$ cat src/rtl/a2d_intf.sv
// a2d_intf: round-robin SPI front end for an 8-channel 12-bit ADC.
// Define A2D_DONE_PULSE_EN to add the cnv_cmplt round-complete pulse.
module a2d_intf #(
    parameter int CNV_PER_W = 14
) (
    input  logic        clk,
    input  logic        rst_n,
    input  logic        MISO,
    output logic        SS_n,
    output logic        SCLK,
    output logic        MOSI,
    output logic [11:0] batt,
    output logic [11:0] curr,
    output logic [11:0] brake,
    output logic [11:0] torque
`ifdef A2D_DONE_PULSE_EN
    ,
    output logic        cnv_cmplt
`endif
);

    typedef enum logic [1:0] {
        IDLE,
        CMD,
        GAP,
        READ
    } state_t;

    state_t               state;
    logic [CNV_PER_W-1:0] cnt;
    logic                 trig;
    logic [1:0]           ptr;
    logic [2:0]           chnl;
    logic [15:0]          cmd;
    logic                 strt;

    logic                 busy;
    logic [4:0]           div;
    logic [4:0]           fcnt;
    logic [15:0]          tx;
    logic [11:0]          rx;
    logic                 fall;
    logic                 rise;
    logic                 done;

    assign trig = &cnt;

    always_ff @(posedge clk or negedge rst_n) begin
        if (!rst_n)
            cnt <= '0;
        else
            cnt <= cnt + 1'b1;
    end

    always_comb begin
        chnl = 3'd0;
        unique case (ptr)
            2'd0: chnl = 3'd0;
            2'd1: chnl = 3'd1;
            2'd2: chnl = 3'd3;
            2'd3: chnl = 3'd4;
        endcase
    end

    assign cmd = {2'b00, chnl, 11'h000};

    // Divider starts one count before the porch so SCLK stays high 8 clks
    assign SCLK = div[4];
    assign MOSI = tx[15];
    assign fall = busy && (div == 5'b11111);
    assign rise = busy && (div == 5'b01111);
    assign done = fall && (fcnt == 5'd16);

    always_ff @(posedge clk or negedge rst_n) begin
        if (!rst_n) begin
            busy <= 1'b0;
            SS_n <= 1'b1;
            div  <= 5'b10111;
            fcnt <= 5'd0;
            tx   <= 16'h0000;
            rx   <= 12'h000;
        end else if (strt && !busy) begin
            busy <= 1'b1;
            div  <= 5'b10111;
            fcnt <= 5'd0;
            tx   <= cmd;
        end else if (done) begin
            busy <= 1'b0;
            SS_n <= 1'b1;
            div  <= 5'b10111;
        end else if (busy) begin
            SS_n <= 1'b0;
            div  <= div + 5'd1;
            if (fall) begin
                fcnt <= fcnt + 5'd1;
                if (fcnt != 5'd0)
                    tx <= {tx[14:0], 1'b0};
            end
            if (rise)
                rx <= {rx[10:0], MISO};
        end
    end

    always_ff @(posedge clk or negedge rst_n) begin
        if (!rst_n) begin
            state  <= IDLE;
            strt   <= 1'b0;
            ptr    <= 2'd0;
            batt   <= 12'h000;
            curr   <= 12'h000;
            brake  <= 12'h000;
            torque <= 12'h000;
        end else begin
            strt <= 1'b0;
            unique case (state)
                IDLE: begin
                    if (trig) begin
                        state <= CMD;
                        strt  <= 1'b1;
                    end
                end
                CMD: begin
                    if (done) begin
                        state <= GAP;
                        strt  <= 1'b1;
                    end
                end
                GAP: state <= READ;
                READ: begin
                    if (done) begin
                        unique case (ptr)
                            2'd0: batt   <= rx;
                            2'd1: curr   <= rx;
                            2'd2: brake  <= rx;
                            2'd3: torque <= rx;
                        endcase
                        ptr   <= ptr + 2'd1;
                        state <= IDLE;
                    end
                end
            endcase
        end
    end

`ifdef A2D_DONE_PULSE_EN
    logic t_upd;

    always_ff @(posedge clk or negedge rst_n) begin
        if (!rst_n) begin
            t_upd     <= 1'b0;
            cnv_cmplt <= 1'b0;
        end else begin
            t_upd     <= (state == READ) && done && (ptr == 2'd3);
            cnv_cmplt <= t_upd;
        end
    end
`endif

endmodule

$ cat config.mk
export PLATFORM = sky130hd
export DESIGN_NAME = a2d_intf
export DESIGN_NICKNAME = d
export VERILOG_FILES = /design/src/rtl/a2d_intf.sv
export SDC_FILE = /design/constraint.sdc
export NUM_CORES = 1
export LEC_CHECK = 0
export CAP_MARGIN = 0
export CORE_UTILIZATION = 55
export CTS_CLUSTER_DIAMETER = 30
export CTS_CLUSTER_SIZE = 8
export DETAILED_ROUTE_END_ITERATION = 8
export PLACE_DENSITY = 0.79
export SLEW_MARGIN = 15
export SYNTH_ARGS = -nofsm -noshare
export SYNTH_HDL_FRONTEND = slang
export SYNTH_SLANG_ARGS = --single-unit
$ cat constraint.sdc
create_clock -name clk -period 2.79 [get_ports clk]
set_clock_uncertainty 0.05 [all_clocks]
set_input_delay 0.837 -clock clk [delete_from_list [all_inputs] [get_ports clk]]
set_output_delay 0.837 -clock clk [all_outputs]
set_load 0.02 [all_outputs]
After elaboration in Yosys (flattened, before gate mapping)
Cells that the tools add are included.
{"block": "word_totals", "regBits": 107, "input_bits": 3, "out_inout_bits": 51}
{"block": "op_classes", "addsub": 4, "eq_ne": 13, "muxes": 24, "bitwise_logic": 2, "reduce_logical": 25}
{"cell": "16-bit two-way mux", "count": 5}
{"cell": "5-bit two-way mux", "count": 7}
{"cell": "3-bit AND reduction", "count": 6}
{"cell": "14-bit by 1-bit adder with 14-bit output (second input constant)", "count": 1}
{"cell": "14-bit AND reduction", "count": 1}
{"cell": "3-bit one-hot mux with 4 select lines", "count": 1}
{"cell": "5-bit by 1-bit adder with 5-bit output (second input constant)", "count": 2}
{"cell": "5-bit equality test (second input constant)", "count": 2}
{"cell": "2-bit nonzero test", "count": 5}
{"cell": "2-bit equality test (second input constant)", "count": 4}
{"cell": "2-bit one-hot mux with 4 select lines", "count": 1}
{"cell": "4-bit AND reduction", "count": 2}
{"cell": "1-bit two-way mux", "count": 6}
{"cell": "2-bit two-way mux", "count": 3}
{"cell": "2-bit != test (second input constant)", "count": 3}
{"cell": "5-bit by 4-bit equality test with 1-bit output (second input constant)", "count": 1}
{"cell": "5-bit nonzero test", "count": 1}
{"cell": "2-bit by 1-bit equality test with 1-bit output (second input constant)", "count": 2}
{"cell": "1-bit logical AND", "count": 4}
{"cell": "2-bit zero test", "count": 2}
{"cell": "2-bit AND reduction", "count": 2}
{"cell": "3-bit nonzero test", "count": 1}
{"cell": "2-bit by 1-bit adder with 2-bit output (second input constant)", "count": 1}
{"cell": "2-bit by 1-bit != test with 1-bit output (second input constant)", "count": 1}
{"cell": "3 further kinds", "count": 4}

Longest topological paths before layout
{"block": "depth", "depth_word": 6, "mapped_depth": 8, "ltp_nobuf": 7}

Worst setup path before layout
Ideal clock, no wire load.
{"block": "synth_timing", "path_type": "register to register", "startpoint": "reg div[0]", "endpoint": "reg rx[10]", "arrival_ns": 2.001, "required_time_ns": 2.615, "slack_ns": 0.615, "stages_incl_launch_ff": 9, "path_buffers": 1, "path_cell_list": "dfstp_2 > ha_1 > and3_1 > ha_1 > nand2_2 > or2_4 > nand3_2 > buf_6 > mux2_2"}
{"block": "synth_between", "elab_chain_len": 5}
{"item": "start: declaration", "line_no": "38", "source": "logic [4:0] div;"}
{"item": "start signal: assignment", "line_no": "93", "source": "div <= div + 5'd1;"}
{"item": "5-bit equality test", "line_no": "70", "source": "assign fall = busy && (div == 5'b11111);"}
{"item": "1-bit logical AND", "line_no": "70"}
{"item": "1-bit logical AND", "line_no": "72", "source": "assign done = fall && (fcnt == 5'd16);"}
{"item": "1-bit inverter (no line)"}
{"item": "4-bit AND reduction (no line) (*)"}
{"item": "end signal: assignment", "line_no": "100", "source": "rx <= {rx[10:0], MISO};"}
{"item": "end: declaration", "line_no": "41", "source": "logic [11:0] rx;"}
Every way passes the cells marked *; elsewhere a longest branch is shown, timed or not.
A chain may end at the register's enable or synchronous reset.

Worst setup path in the final report
{"block": "layout_timing", "startpoint": "reg div[0]", "endpoint": "reg batt[2]"}
{"block": "layout_between", "elab_chain_len": 4}
{"item": "5-bit equality test", "line_no": "70"}
{"item": "1-bit logical AND", "line_no": "70"}
{"item": "1-bit logical AND", "line_no": "72"}
{"item": "3-bit AND reduction (no line)"}
{"item": "end signal: assignment", "line_no": "132", "source": "2'd0: batt <= rx;"}
{"item": "end: declaration", "line_no": "12", "source": "output logic [11:0] batt,"}
Every way passes these cells.

==> results.ini <==
[outcome]
status = finished, final reports clean

[floorplanning]
initial_core_util = 0.576
num_io_pins = 54
die_y_um = 89.6
die_w_um = 89.6
core_mm2 = 0.00733
die_area_mm2 = 0.00803
rows = 31

[critical_path]
required_ns = 2.99
cp.arrival_ns = 2.68
critPathCaptureType = flop
worstPathCellList = ha_1, and3_1, ha_1, nand2_2, nor2_8, nand3_2, mux2_4
crit_type = reg2reg
cpPeakStageDelay_ns = 0.56
path_max_fanout = 12
critPathSlowestCell = dfstp_2
start_kind = flop
worst_path_most_repeated_cell = ha_1

[synthesis]
avgSynthCellArea_um2 = 14.7
synth_top_area_frac = 0.539
synth.distinct_cells = 35
synth_area_leader_cell = dfrtp_1
synth-edff-count = 0
syn_nets = 306
synth_seq_area_share = 0.570
synth-main-ff-cell = dfrtp_1
ys_ff_latch = 96
yosysWarnings = 0
ys_async_sr_fraction = 1.00
netlist_area_mm2 = 0.00422
synthCells = 288
synthTopCellsByArea = dfrtp_1 (54%), mux2_4 (14%), mux2_2 (5.9%), ha_1 (4.4%), dfstp_2 (3.1%)

[grt]
grt_max_degree = 53
grt_pass1_wl_um = 11800
grt_pass1_vias = 2325
grt_antenna_before_repair = 0
grt_remaining_overflow = 0
grt_usage = 0.203

[sta]
fin_ws_ns = 0.310
maxSlewViolCount = 0
rsz0062_at_grt = no
final-setup-viol-count = 0
post-route-period-util = 0.889
worstMarginPinSlew_ns = 0.456
tns_ns = 0
post-route-min-period_ns = 2.48
hold_viol_final = 0
max_slew_margin = 0.696
fmax_mhz = 403

[finish]
fin_nets = 371
drive_gt1_frac = 0.291
final_cell_mix = dfrtp_1 (91), clkdlybuf4s50_1 (52), mux2_4 (40)
layout_commonest_cell = dfrtp_1
area_growth_pct = 20.1
diodes = 0
n_fill_cell = 512

[cts]
cts_buffers = 9
ctsRootBufferMaster = clkbuf_8
cts_hold_buf = 0
cts_tree = yes
clk_path_buf_depth = 2
post-cts-setup-buffer-count = 0
h-tree-depth = 3
worstSkewPairLatency_ns = 0.36
postCtsResizedCells = 0
cts.sinks = 96
clkTransAtPathRegs_ns = 0.10

[place]
io_buffers = 53
post-place-ws_ns = 0.307
dp_hpwl_um = 5230
gp_congestion = 0.749

[power_and_ir_drop]
powerDensity_mw_per_mm2 = 449
p_leak_nw = 2.55
ir_drop_v = 0.000302

[route]
drc = 0
routed_via_density = 5.20
antenna_left = 0
wl_um = 7380
drt_iter0_markers = 63
wl_per_cell_um = 16.1
dr.pass1.iters = 4
via_count = 2377

[hold_path]
min_path_type = in2async

[run]
drv_cap = 0

## final cells by class
class | instances | area (um2) | area share
Inverter | 11 | 41.3 | 0.00814
Multi-Input combinational cell | 174 | 1710 | 0.337
Tap cell | 99 | 124 | 0.0244
Clock inverter | 7 | 63.8 | 0.0126
Sequential cell | 96 | 2410 | 0.475
Clock buffer | 9 | 124 | 0.0244
Timing Repair Buffer | 61 | 601 | 0.118
## synthesized netlist by cell type (2+ instances only)
library cell and instances:
a21o_1 2, a22o_1 5, and2_1 3, buf_6 5, clkbuf_1 2, dfrtp_1 91, dfstp_2 5, ha_1 15
inv_1 11, mux2_2 22, mux2_4 40, mux2i_1 4, nand2_1 8, nand3_1 8, nand3_2 5, nand4_1 5
nor2_1 14, nor2b_1 2, nor3_1 4, o21ai_0 5, xnor2_1 11, xor2_1 8
## metrics by stage
step                std cells  cell area (um2)  utilization  hold WS [ns]  total power (W)
floorplan                 288             4220            -         0.393          0.00142
global placement          441             4880        0.666         0.407          0.00145
detailed placement        441             4880        0.666         0.416          0.00146
CTS                       457             5070        0.692         0.323          0.00230
global route              457             5070        0.692         0.342          0.00236
finish                    457             5070        0.692         0.319          0.00228
## worst max-delay path: cells and delay by family, from the launching register on
family | cells | cell delay, ns
fa+ha+maj | 2 | 0.38
mux | 1 | 0.43
simple gates | 4 | 0.95
flops | 1 | 0.56
## report_power, final
part	switching, W	total (W)	internal (W)
Sequential	0.00000112	0.00139	0.00139
Combinational	0.0000271	0.0000336	0.00000657
Clock	0.000510	0.000852	0.000342
## sequential cells by signal (all words and copies together), names as in the netlist
signal / flops
div: 5
cnt: 14
strt: 1
state: 2
SS_n: 1
busy: 1
tx: 5
ptr: 2
curr: 12
batt: 12
torque: 12
fcnt: 5
brake: 12
rx: 12
## metal layers
layer	part of all wire	track usage	vias up
met5	0	0	-
met4	0.019	0.0909	0
met3	0.032	0.0338	11
met2	0.48	0.316	42
met1	0.47	0.282	1190
li1	-	-	1134
## cells by family (layout without fill, tap and decap cells)
| kind of cell | after synthesis | in the layout | synth area share |
|---|---|---|---|
| and+or+nand+nor | 57 | 57 | 0.0818 |
| muxes | 66 | 66 | 0.210 |
| DFF | 96 | 96 | 0.570 |
| AOI/OAI and AO/OA | 17 | 17 | 0.0290 |
| buffers and inverters | 18 | 88 | 0.0249 |
| xor gates and xnor gates | 19 | 19 | 0.0394 |
| adders and majority gates | 15 | 15 | 0.0444 |
## path summary, 6_finish.rpt
kind	from	end	slack, ns	cells past startpoint
hold reg to reg	cnt[13]	cnt[13]	0.43	1
min in group clk	cnt[13]	cnt[13]	0.43	1
setup reg to reg	div[0]	batt[2]	0.31	7
max in group asynchronous	rst_n	div[0]	1.74	2
hold / removal	rst_n	tx[14]	0.32	1
setup / recovery	div[0]	batt[2]	0.31	7
Power figures use the tool's default switching activity.
